<file path="src/rtl/lfsr_range_gen_pkg.sv">
// -----------------------------------------------------------------------------
// lfsr_range_gen_pkg
//   Shared definitions for the LFSR-based random blocks:
//   - draw FSM state encoding (IDLE / DRAW)
//   - clog2 helper usable in constant (parameter) expressions
//   - default maximal-length Galois feedback masks per LFSR width
// -----------------------------------------------------------------------------
package lfsr_range_gen_pkg;

  typedef enum logic {
    ST_IDLE = 1'b0,
    ST_DRAW = 1'b1
  } draw_state_t;

  // Ceiling log2; clog2(0) and clog2(1) both return 0.
  function automatic int clog2(input int n);
    int r;
    r = 0;
    while ((1 << r) < n) r++;
    return r;
  endfunction

  // Maximal-length Galois masks (taps applied when the shifted-out bit is 1).
  localparam logic [2:0]  TAPS_W3  = 3'b110;
  localparam logic [7:0]  TAPS_W8  = 8'hB8;
  localparam logic [15:0] TAPS_W16 = 16'hB400;
  localparam logic [31:0] TAPS_W32 = 32'h8020_0003;

endpackage : lfsr_range_gen_pkg

</file>
<file path="src/rtl/lfsr_galois.sv">
// -----------------------------------------------------------------------------
// lfsr_galois
//   Free-running right-shifting Galois LFSR with synchronous load and a
//   zero guard, shared by the random-number blocks of the game.
//
//   Ports:
//     clk       in   1      clock, all state on posedge
//     reset     in   1      synchronous, active-high; q <= SEED
//     load      in   1      load load_val this cycle instead of stepping
//     load_val  in   WIDTH  value to load; 0 is replaced by SEED
//     q         out  WIDTH  current LFSR state (never 0)
// -----------------------------------------------------------------------------
module lfsr_galois
  import lfsr_range_gen_pkg::*;
#(
  parameter int               WIDTH = 16,
  parameter logic [WIDTH-1:0] TAPS  = WIDTH'(TAPS_W16),
  parameter logic [WIDTH-1:0] SEED  = WIDTH'(1)
) (
  input  logic             clk,
  input  logic             reset,
  input  logic             load,
  input  logic [WIDTH-1:0] load_val,
  output logic [WIDTH-1:0] q
);

  // All-zeros is the lock-up state of an XOR LFSR; a zero load falls back to
  // SEED so that state can never be entered.
  logic [WIDTH-1:0] load_safe;
  assign load_safe = (load_val == '0) ? SEED : load_val;

  // NOTE: state registers use non-blocking assignments so every flop samples
  // its inputs from before the edge, independent of statement order.
  always_ff @(posedge clk) begin
    if (reset) begin
      q <= SEED;
    end else if (load) begin
      q <= load_safe;
    end else if (q[0]) begin
      q <= (q >> 1) ^ TAPS;
    end else begin
      q <= q >> 1;
    end
  end

endmodule : lfsr_galois

</file>
<file path="src/rtl/lfsr_range_gen.sv">
// -----------------------------------------------------------------------------
// lfsr_range_gen
//   Pseudo-random target generator for the bowling game. On a request the
//   low K bits of a free-running LFSR are rejection-sampled into 1..RANGE_MAX;
//   after MAX_TRIES rejected candidates a modulo fallback forces a result.
//   With NO_REPEAT set, a value equal to the previous delivery is rejected
//   (and the fallback is bumped to the next value in the range).
//
//   Ports:
//     clk        in   1      clock
//     reset      in   1      synchronous, active-high; aborts any draw
//     seed_load  in   1      reload LFSR from seed_in this cycle
//     seed_in    in   WIDTH  new seed; 0 substitutes SEED
//     req        in   1      draw request, accepted only when idle
//     busy       out  1      draw in progress
//     valid      out  1      one-cycle pulse: value updated this cycle
//     value      out  OUT_W  last delivered target (0 after reset)
//     lfsr_q     out  WIDTH  LFSR state, for verification/debug
// -----------------------------------------------------------------------------
module lfsr_range_gen
  import lfsr_range_gen_pkg::*;
#(
  parameter int               WIDTH     = 16,
  parameter logic [WIDTH-1:0] TAPS      = WIDTH'(TAPS_W16),
  parameter logic [WIDTH-1:0] SEED      = WIDTH'(1),
  parameter int               RANGE_MAX = 4,
  parameter int               OUT_W     = 3,
  parameter int               MAX_TRIES = 8,
  parameter bit               NO_REPEAT = 1'b0
) (
  input  logic             clk,
  input  logic             reset,
  input  logic             seed_load,
  input  logic [WIDTH-1:0] seed_in,
  input  logic             req,
  output logic             busy,
  output logic             valid,
  output logic [OUT_W-1:0] value,
  output logic [WIDTH-1:0] lfsr_q
);

  // Candidate width: enough bits to cover 0..RANGE_MAX-1.
  localparam int K     = (RANGE_MAX <= 1) ? 1 : clog2(RANGE_MAX);
  localparam int TRY_W = (MAX_TRIES <= 1) ? 1 : clog2(MAX_TRIES);

  // Datapath runs one bit wider than the output so cand+1 and the fallback
  // cannot wrap when RANGE_MAX == 2^OUT_W - 1.
  localparam logic [OUT_W:0]   RMAX     = (OUT_W + 1)'(RANGE_MAX);
  localparam logic [OUT_W:0]   ONE      = (OUT_W + 1)'(1);
  localparam logic [TRY_W-1:0] LAST_TRY = TRY_W'(MAX_TRIES - 1);
  localparam bit               NR_ON    = NO_REPEAT && (RANGE_MAX > 1);

  draw_state_t      state;
  logic [TRY_W-1:0] tries;

  logic [OUT_W:0] cand;
  logic [OUT_W:0] cand_p1;
  logic [OUT_W:0] last_w;
  logic [OUT_W:0] forced;
  logic [OUT_W:0] forced_alt;
  logic [OUT_W:0] pick;
  logic           ok;
  logic           deliver;
  logic           unused_pick_msb;

  lfsr_galois #(
    .WIDTH (WIDTH),
    .TAPS  (TAPS),
    .SEED  (SEED)
  ) u_lfsr (
    .clk      (clk),
    .reset    (reset),
    .load     (seed_load),
    .load_val (seed_in),
    .q        (lfsr_q)
  );

  // The delivered value doubles as the "last" register used by no-repeat:
  // both reset to 0 and are only ever updated together.
  assign last_w = {1'b0, value};

  // NOTE: every signal assigned in this always_comb gets a default first, so
  // no path leaves it unassigned and no latch is inferred.
  always_comb begin
    cand          = '0;
    cand[K-1:0]   = lfsr_q[K-1:0];
    cand_p1       = cand + ONE;
    ok            = (cand < RMAX) && !(NR_ON && (cand_p1 == last_w));
    forced        = (cand % RMAX) + ONE;
    forced_alt    = (forced % RMAX) + ONE;
    pick          = forced;
    if (ok) begin
      pick = cand_p1;
    end else if (NR_ON && (forced == last_w)) begin
      pick = forced_alt;
    end
    deliver = ok || (tries == LAST_TRY);
  end

  // pick never exceeds RANGE_MAX, which fits in OUT_W bits.
  assign unused_pick_msb = pick[OUT_W];

  always_ff @(posedge clk) begin
    if (reset) begin
      state <= ST_IDLE;
      busy  <= 1'b0;
      valid <= 1'b0;
      value <= '0;
      tries <= '0;
    end else begin
      valid <= 1'b0;
      unique case (state)
        ST_IDLE: begin
          // A request arriving in the delivery cycle is dropped, not queued.
          if (req && !valid) begin
            state <= ST_DRAW;
            tries <= '0;
            busy  <= 1'b1;
          end
        end
        ST_DRAW: begin
          if (deliver) begin
            value <= pick[OUT_W-1:0];
            valid <= 1'b1;
            busy  <= 1'b0;
            state <= ST_IDLE;
          end else begin
            // The LFSR steps every cycle, so the next candidate is fresh.
            tries <= tries + TRY_W'(1);
          end
        end
        default: state <= ST_IDLE;
      endcase
    end
  end

endmodule : lfsr_range_gen

</file>
<file path="config.mk">
export PLATFORM = sky130hd
export DESIGN_NAME = lfsr_range_gen
export DESIGN_NICKNAME = d
export VERILOG_FILES = /design/src/rtl/lfsr_range_gen_pkg.sv /design/src/rtl/lfsr_galois.sv /design/src/rtl/lfsr_range_gen.sv
export SDC_FILE = /design/constraint.sdc
export NUM_CORES = 1
export LEC_CHECK = 0
export BUFFER_PORTS_ARGS = -buffer_cell sky130_fd_sc_hd__buf_2
export CAP_MARGIN = 20
export CORE_UTILIZATION = 40
export CTS_BUF_LIST = sky130_fd_sc_hd__clkbuf_8 sky130_fd_sc_hd__clkbuf_16
export CTS_CLUSTER_DIAMETER = 100
export CTS_CLUSTER_SIZE = 28
export DETAILED_ROUTE_END_ITERATION = 8
export PLACE_DENSITY = 0.74
export SLEW_MARGIN = 5
export SYNTH_ARGS = -nofsm -noshare
export SYNTH_HDL_FRONTEND = slang
export SYNTH_SLANG_ARGS = --single-unit
export TNS_END_PERCENT = 1
</file>
<file path="constraint.sdc">
create_clock -name clk -period 0.82 [get_ports clk]
set_input_delay 0 -clock clk [delete_from_list [all_inputs] [get_ports clk]]
set_output_delay 0 -clock clk [all_outputs]
set_load 0.02 [all_outputs]
</file>
==> results of run 1 <==
[final cells by class]
class                           count  area share (%)
Clock buffer                        3            3.49
Inverter                            1           0.317
Multi-Input combinational cell     52            33.2
Sequential cell                    22            37.7
Tap cell                           27            2.85
Timing Repair Buffer               44            22.4
[layout by cell type (no fill, tap or decap), drive strengths merged]
| cell type | count |
|---|---|
| ha | 1 |
| clkbuf | 3 |
| mux2i | 17 |
| a21oi | 1 |
| nor4 | 4 |
| nor2b | 1 |
| dfxtp | 22 |
| nor2 | 19 |
| a31oi | 1 |
| nor3 | 2 |
| xor2 | 3 |
| nor4b | 1 |
| nand4 | 1 |
| a211oi | 1 |
| inv | 1 |
| buf | 44 |
[cells by family (layout without fill, tap and decap cells)]
family | after synthesis | in the layout | share of synthesized area [%]
buf+inv | 7 | 48 | 5.34
mux | 17 | 17 | 19.6
fa+ha+maj | 1 | 1 | 1.44
simple gates | 28 | 28 | 17.6
flops | 22 | 22 | 50.8
xor+xnor | 3 | 3 | 3.03
compound gates | 3 | 3 | 2.16
[layer usage]
metal	vias up	share of wire, %	track usage (%)
li1	358	-	-
met1	334	42	18.2
met2	28	51	28.9
met3	0	6.3	3.14
met4	0	0	4.41
met5	-	0	0
[metrics by stage]
stage / total power [mW] / setup TNS (ps) / instance area [sq um] / hold WS (ps) / worst slack, ps
4_1_cts: 2.29 / -621 / 1180 / 6.02 / -145
5_1_grt: 2.38 / -850 / 1180 / 11.5 / -190
6_report: 2.27 / -573 / 1180 / 6.22 / -140
3_3_place_gp: 1.61 / -142 / 1100 / 265 / -108
2_1_floorplan: 1.46 / -340 / 876 / 71.6 / -91.4
3_5_place_dp: 1.62 / -289 / 1100 / 272 / -183
[worst min-delay path: cells and delay by family]
family        cells  cell delay, ps
buf+inv           1              90
simple gates      1              70
mux               1              60
[power by group through the flow]
stage | Clock [mW] | Combinational [mW] | Sequential [mW]
6_report | 0.640 | 0.435 | 1.19
5_1_grt | 0.713 | 0.472 | 1.20
4_1_cts | 0.659 | 0.441 | 1.19
3_5_place_dp | 0 | 0.405 | 1.22
3_3_place_gp | 0 | 0.400 | 1.21
2_1_floorplan | 0 | 0.173 | 1.29
[worst max path at each step]
stage,startpoint,to,slack (ps)
after floorplan,u_lfsr.q[0]$_SDFF_PP1_,value[1]$_SDFFE_PP0P_,-90
after global placement,u_lfsr.q[0]$_SDFF_PP1_,value[1]$_SDFFE_PP0P_,-110
after detailed placement,u_lfsr.q[0]$_SDFF_PP1_,value[1]$_SDFFE_PP0P_,-180
after CTS,u_lfsr.q[0]$_SDFF_PP1_,u_lfsr.q[10]$_SDFF_PP0_,-150
after global routing,u_lfsr.q[0]$_SDFF_PP1_,u_lfsr.q[10]$_SDFF_PP0_,-190
final,u_lfsr.q[0]$_SDFF_PP1_,u_lfsr.q[10]$_SDFF_PP0_,-140
[state kept, by name, summed over array words and instances, names as in the netlist]
| signal | flops |
|---|---|
| value | 3 |
| u_lfsr.q | 16 |
| valid | 1 |
| busy | 1 |
| state | 1 |
[what timing repair did]
action / in CTS / in global routing
setup buffers: 1 / 0
endpoints found under the hold margin: 0 / 0
setup endpoints to repair: 7 / 8
hold buffers: 0 / 0
pin swaps: 0 / 1
gates resized for setup: 6 / 0
==> results.tsv, run 1 <==
metric	value	unit
synth_area_leaders	dfxtp_1 51%, mux2i_1 20%, nor2_1 8.2%	
cts-root-buf	clkbuf_8	
clock_sinks	22	
max-clock-path-buffers	2	
p_sw	600	uW
detailroute.via_count	720	
gp_congestion	0.685	
relSlewSlack	74.1	%
routed_wl	1760	microns
crit_cells	4	
synth_flop_cell	dfxtp_1	
die_h	48.6	microns
ys_ff_latch	22	
syn_area	867	sq um
worst_path_dominant_cell_family	flip-flops	
synth_edf_count	0	
viasPerCell	4.83	
end_kind	register	
power_frac_seq	52.6	%
cts_buffers	3	
avgSynthCellArea	10.7	sq um
r2r_cells	4	
hp-class	in -> reg	
cp-start-kind	register	
antenna_cells	0	
core	0.00200	sq mm
first_iter_violations	6	
maxCapViolCount	0	
min_from	seed_in[13]	
yosysWarningCount	0	
row_count	16	
dpl.cell_count	145	
fillCellCount	181	
seq_area_frac_synth	50.8	%
area_growth	36.5	%
path_max_fanout	6	
grtUsageTotal	15.6	%
multi_input_area	393	sq um
tightest_slew	388	ps
hold_viol_final	0	
setup_slack	-140	ps
hold_depth	3	
synth_common_cells	22 x dfxtp_1, 19 x nor2_1, 17 x mux2i_1	
rsz0062_at_grt	true	
crit_path_max_incr_delay	370	ps
post_drt_wl_per_cell	11.8	microns
powerDensity	1910	mW/mm^2
io_buffer_count	40	
htreeDepth	1	
grt.overflow.total	0	
rr_startpoint	u_lfsr.q[0]$_SDFF_PP1_	
pin_count	41	
start_util	43.3	%
p_int	1.67	mW
worstSetupPathType	reg -> reg	
layout-drive-gt1-share	45.1	%
p_leak	0.577	nW
min_to	u_lfsr.q[13]$_SDFF_PP0_	
final_nets	145	
ys_types	16	
synth.net_count	102	
cp_slowest_cell	dfxtp_4	
finalCriticalPeriod	960	ps
fmax	1.04	GHz
critPathRequiredTime	950	ps
seq_area	447	sq um
violations	negative setup slack	
path_clk_slew	70	ps
dp_hpwl	1260	microns
syn_inst	81	
timing.rr.end	u_lfsr.q[10]$_SDFF_PP0_	
finalCritPeriodShare	117	%
postRouteAntennaNets	0	
drv_slew	0	
synth-async-reset-ratio	0	%
cts_tree	done	
critPathArrivalTime	1090	ps
grt_pass1_wl	2890	microns
drc	0	
synth_top_area_share	50.8	%
path_cells	buf_12 -> xor2_1 -> mux2i_1 -> nor2_1	
p_clk_share	28.2	%
final_util	59.1	%
setup_viol	6	
p_sw_share	26.5	%
synth_top_area_cell	dfxtp_1	
synth_most_common_cell	dfxtp_1	
crit_buf_inv	1	
skew	2.58	ps
grt_max_degree	24	
grt_pass1_vias	698	
status	finished with violations	
antenna_found_initial	0	
clk_latency	250	ps
die_w	48.6	microns
p_comb_share	19.2	%
final_cells	149	
drtPass1Iterations	4	
ir_worst_vdd	0.00100	V
die-area	0.00236	sq mm
rrSetupSlack	-140	ps
Power figures use the tool's default switching activity.
==> inputs of run 2 (changes only) <==
--- a/config.mk
+++ b/config.mk
@@ -7,6 +7,7 @@
 export LEC_CHECK = 0
 export BUFFER_PORTS_ARGS = -buffer_cell sky130_fd_sc_hd__buf_2
 export CAP_MARGIN = 20
+export CORE_ASPECT_RATIO = 1.2
 export CORE_UTILIZATION = 40
 export CTS_BUF_LIST = sky130_fd_sc_hd__clkbuf_8 sky130_fd_sc_hd__clkbuf_16
 export CTS_CLUSTER_DIAMETER = 100
==> results.tsv, run 2 (synthesis results as in run 1) <==
metric	value	unit
drtPass1Iterations	4	
seq_area	447	sq um
routed_wl	1780	microns
tightest_slew	411	ps
final_nets	145	
top_register	u_lfsr.q	
r2r_cells	4	
largest_reg_flops	16	
finalCriticalPeriod	956	ps
start_util	42.3	%
rsz0062_at_grt	true	
grt_pass1_wl	2740	microns
setup_slack	-136	ps
antenna_found_initial	0	
startpoint	u_lfsr.q[0]$_SDFF_PP1_	
status	finished with violations	
cts_buffers	3	
dp_hpwl	1370	microns
viasPerCell	4.71	
cts_tree	done	
timing.rr.end	u_lfsr.q[13]$_SDFF_PP0_	
core	0.00205	sq mm
finalPower	2.37	mW
rr_startpoint	u_lfsr.q[0]$_SDFF_PP1_	
worstSetupPathType	reg -> reg	
multi_input_area	393	sq um
pin_count	41	
die-area	0.00236	sq mm
endpoint	u_lfsr.q[13]$_SDFF_PP0_	
largestRegisters	u_lfsr.q: 16 flops, value: 3 flops	
critPathRequiredTime	960	ps
grt_max_degree	24	
relSlewSlack	72.6	%
grtUsageTotal	15.9	%
hp-class	in -> reg	
max-clock-path-buffers	2	
gp_congestion	0.689	
fin_setup_tns	-312	ps
first_iter_violations	5	
htreeDepth	1	
drv_slew	0	
final_util	58.2	%
drc	0	
die_h	53	microns
clock_sinks	22	
grt.overflow.total	0	
finalCritPeriodShare	117	%
row_count	18	
skew	0.992	ps
powerDensity	1990	mW/mm^2
cp-start-kind	register	
ir_worst_vdd	0.00117	V
grt_pass1_vias	660	
final_common_cell	buf_2	
hold_viol_final	0	
layout-drive-gt1-share	45.5	%
die_w	44.5	microns
detailroute.via_count	720	
final_cell_mix	39 x buf_2, 19 x nor2_1, 19 x dfxtp_1	
setup_viol	7	
io_buffer_count	40	
placed_area	0.00111	sq mm
area_growth	37.5	%
fillCellCount	199	
final_area	0.00119	sq mm
postRouteAntennaNets	0	
cts-root-buf	clkbuf_8	
antenna_cells	0	
violations	negative setup slack	
rrSetupSlack	-140	ps
clk_latency	250	ps
fmax	1.05	GHz
p_leak	0.582	nW
maxCapViolCount	0	
post_drt_wl_per_cell	11.6	microns
end_kind	register	
critPathArrivalTime	1090	ps
path_clk_slew	80	ps
path_max_fanout	6	
[run 2: worst min path at each step]
stage | slack, ps | cells past startpoint | from | to
detailed placement | 280 | 3 | seed_in[1] | u_lfsr.q[1]$_SDFF_PP0_
floorplan | 70 | 1 | reset | valid$_SDFF_PP0_
finish | 8 | 3 | seed_in[11] | u_lfsr.q[11]$_SDFF_PP0_
global route | 5 | 2 | req | state$_SDFF_PP0_
global placement | 260 | 3 | seed_in[3] | u_lfsr.q[3]$_SDFF_PP0_
CTS | 8 | 3 | seed_in[7] | u_lfsr.q[7]$_SDFF_PP0_
[run 2: critical path, cell delays in order, from the launching register on]
cell and delay, ps:
dfxtp_4 380, buf_6 120, xor2_1 150, mux2i_1 130, nor2_1 50
[run 2: metrics by stage]
step / setup WS [ps] / hold slack [ps] / cells
floorplan: -91.4 / 71.6 / 81
global placement: -93.5 / 263 / 149
detailed placement: -137 / 276 / 149
CTS: -140 / 8.09 / 153
global route: -162 / 5.44 / 153
finish: -136 / 7.60 / 153
[run 2: area by class of cell]
class / instances / area share, %
Sequential cell: 22 / 37.5
Multi-Input combinational cell: 52 / 32.9
Timing Repair Buffer: 44 / 21.5
Clock buffer: 4 / 4.62
Tap cell: 30 / 3.15
Inverter: 1 / 0.315
[run 2: layer usage]
layer / track usage [%] / wire length, microns / part of all wire [%] / vias up
li1: - / - / - / 358
met1: 17.4 / 807 / 45 / 333
met2: 29.4 / 875 / 49 / 27
met3: 3.07 / 92 / 5.2 / 2
met4: 6.06 / 6 / 0.34 / 0
met5: 0 / 0 / 0 / -
[run 2: where the power goes]
part | switching [mW] | internal, mW | leakage (nW)
Clock | 0.327 | 0.427 | 0.0288
Sequential | 0.0509 | 1.14 | 0.183
Combinational | 0.235 | 0.189 | 0.371
Total | 0.612 | 1.76 | 0.582
[run 2: repair_timing]
action / CTS / global route
hold endpoints to repair: 0 / 0
endpoints found under the setup margin: 9 / 9
buffers inserted: 0 / 0
hold buffers: 0 / 0
pin swaps: 3 / 0
resized for setup: 7 / 0
==> inputs of run 3 (changes only) <==
--- a/config.mk
+++ b/config.mk
@@ -8,12 +8,12 @@
 export BUFFER_PORTS_ARGS = -buffer_cell sky130_fd_sc_hd__buf_2
 export CAP_MARGIN = 20
 export CORE_ASPECT_RATIO = 1.2
-export CORE_UTILIZATION = 40
-export CTS_BUF_LIST = sky130_fd_sc_hd__clkbuf_8 sky130_fd_sc_hd__clkbuf_16
+export CORE_UTILIZATION = 42
+export CTS_BUF_LIST = sky130_fd_sc_hd__clkbuf_2
 export CTS_CLUSTER_DIAMETER = 100
 export CTS_CLUSTER_SIZE = 28
 export DETAILED_ROUTE_END_ITERATION = 8
-export PLACE_DENSITY = 0.74
+export PLACE_DENSITY = 0.77
 export SLEW_MARGIN = 5
 export SYNTH_ARGS = -nofsm -noshare
 export SYNTH_HDL_FRONTEND = slang
==> results.tsv, run 3 (synthesis results as in run 1) <==
metric	value	unit
rsz0062_at_grt	true	
crit_cells	5	
met2_usage	39.9	%
powerDensity	1510	mW/mm^2
fmax	1.04	GHz
status	finished with violations	
clk_latency	300	ps
routed_wl	2110	microns
p_leak	0.653	nW
htreeDepth	1	
largest_reg_flops	16	
crit_buf_inv	2	
cts_tree	done	
tightest_slew	391	ps
antenna_cells	0	
path_cells	buf_2 -> dlygate4sd3_1 -> nor4_2 -> nand4_1 -> a31oi_1	
final_common_cell	buf_6	
die_w	43.5	microns
relSlewSlack	73.9	%
hp-class	in -> reg	
drc	5	
antenna_found_initial	0	
drv_slew	0	
rrSetupSlack	-140	ps
pin_count	41	
viasPerCell	5.01	
top_register	u_lfsr.q	
clock_sinks	22	
finalCritPeriodShare	117	%
endpoint	u_lfsr.q[0]$_SDFF_PP1_	
core	0.00189	sq mm
cts-root-buf	clkbuf_2	
hold_viol_final	2	
hold_ws	-32.5	ps
met1_usage	20.4	%
row_count	17	
grt_pass1_vias	795	
die-area	0.00225	sq mm
cp_slowest_cell	dlygate4sd3_1	
skew	3.42	ps
timing.rr.end	value[2]$_SDFFE_PP0P_	
setup_slack	-141	ps
end_kind	register	
cts_buffers	3	
rr_startpoint	u_lfsr.q[1]$_SDFF_PP0_	
postRouteAntennaNets	0	
io_buffer_count	40	
path_max_fanout	2	
violations	design-rule violations, negative hold slack, negative setup slack	
dpl.cell_count	136	
dp_hpwl	1300	microns
gp_congestion	0.715	
path_clk_slew	180	ps
post_drt_wl_per_cell	13.6	microns
first_iter_violations	13	
start_util	45.8	%
grt.overflow.total	0	
crit_path_max_incr_delay	590	ps
final_cell_mix	22 x buf_6, 20 x buf_2, 19 x nor2_1, 19 x dfxtp_2, 16 x mux2i_1	
layout-drive-gt1-share	53.7	%
final_cells	155	
detailroute.via_count	776	
grt_util_met3	2.78	%
grtUsageTotal	20.3	%
critPathArrivalTime	1210	ps
final_nets	159	
area_growth	64.8	%
grt.busiest_layer	met2	
worstSetupPathType	in -> reg	
critPathRequiredTime	1060	ps
setup_viol	9	
maxCapViolCount	0	
ir_worst_vdd	0.00110	V
drtPass1Iterations	6	
grt_pass1_wl	3320	microns
worst_path_dominant_cell_family	buffers and inverters	
die_h	51.8	microns
max-clock-path-buffers	2	
startpoint	seed_in[8]	
largestRegisters	u_lfsr.q: 16 flops, value: 3 flops	
grt_max_degree	24	
finalCriticalPeriod	961	ps
cp-start-kind	primary input	
r2r_cells	4	
[run 3: cell count changes in the layout (fill, tap and decap cells not counted)]
cell	previous run	this run
dfxtp_1	19	1
buf_2	39	20
buf_4	1	0
mux2i_2	0	1
clkbuf_8	4	0
buf_6	3	22
dlygate4sd3_1	0	15
dfxtp_4	1	2
mux2i_1	17	16
dfxtp_2	2	19
clkbuf_2	0	3
[run 3: final cells by class]
class	count	area, sq um
clock buffer	3	15.0
timing repair buffer	58	518
fill	121	464
inverter	1	3.75
sequential	22	472
tap	19	23.8
multi-input combinational	52	397
[run 3: how the worst min path moves through the flow]
stage	end	startpoint	cells past startpoint	slack [ps]
floorplan	valid$_SDFF_PP0_	reset	1	70
global placement	u_lfsr.q[11]$_SDFF_PP0_	seed_in[11]	3	260
detailed placement	u_lfsr.q[12]$_SDFF_PP0_	seed_in[12]	3	270
CTS	u_lfsr.q[13]$_SDFF_PP0_	seed_in[13]	3	-70
global route	u_lfsr.q[0]$_SDFF_PP1_	seed_in[9]	4	-4
finish	u_lfsr.q[4]$_SDFF_PP0_	seed_in[4]	3	-30
[run 3: per-layer routing]
metal,wire (microns),up-vias,part of all wire [%]
met3,109,4,5.2
met2,1180,30,56
met4,25,0,1.2
li1,-,387,-
met5,0,-,0
met1,795,355,38
[run 3: through the flow]
stage	setup TNS, ps	utilization [%]	power (mW)	cell area, sq um	worst slack (ps)
final	-690	75.5	2.16	1430	-141
after global routing	-1620	75.5	2.27	1430	-183
after CTS	-843	74.1	2.18	1400	-134
after detailed placement	-208	57.0	1.62	1080	-151
after global placement	-122	57.0	1.61	1080	-108
after floorplan	-340	-	1.46	876	-91.4
[run 3: tightest hold or removal path, cell delays in order]
cell and delay [ps]:
buf_2 100, mux2i_1 70, nor2_1 70
[run 3: report_power, final]
part / switching (mW) / leakage (nW) / internal, mW / total [mW]
clock network: 0.288 / 0.0125 / 0.0998 / 0.388
registers: 0.0686 / 0.189 / 1.15 / 1.22
logic: 0.248 / 0.452 / 0.305 / 0.553
total: 0.604 / 0.653 / 1.56 / 2.16
[run 3: repair_timing]
action	in CTS	in global routing
gates resized for setup	63	2
endpoints found under the setup margin	27	29
buffers inserted	1	0
endpoints found under the hold margin	18	6
hold buffers	13	6
pin swaps	4	6
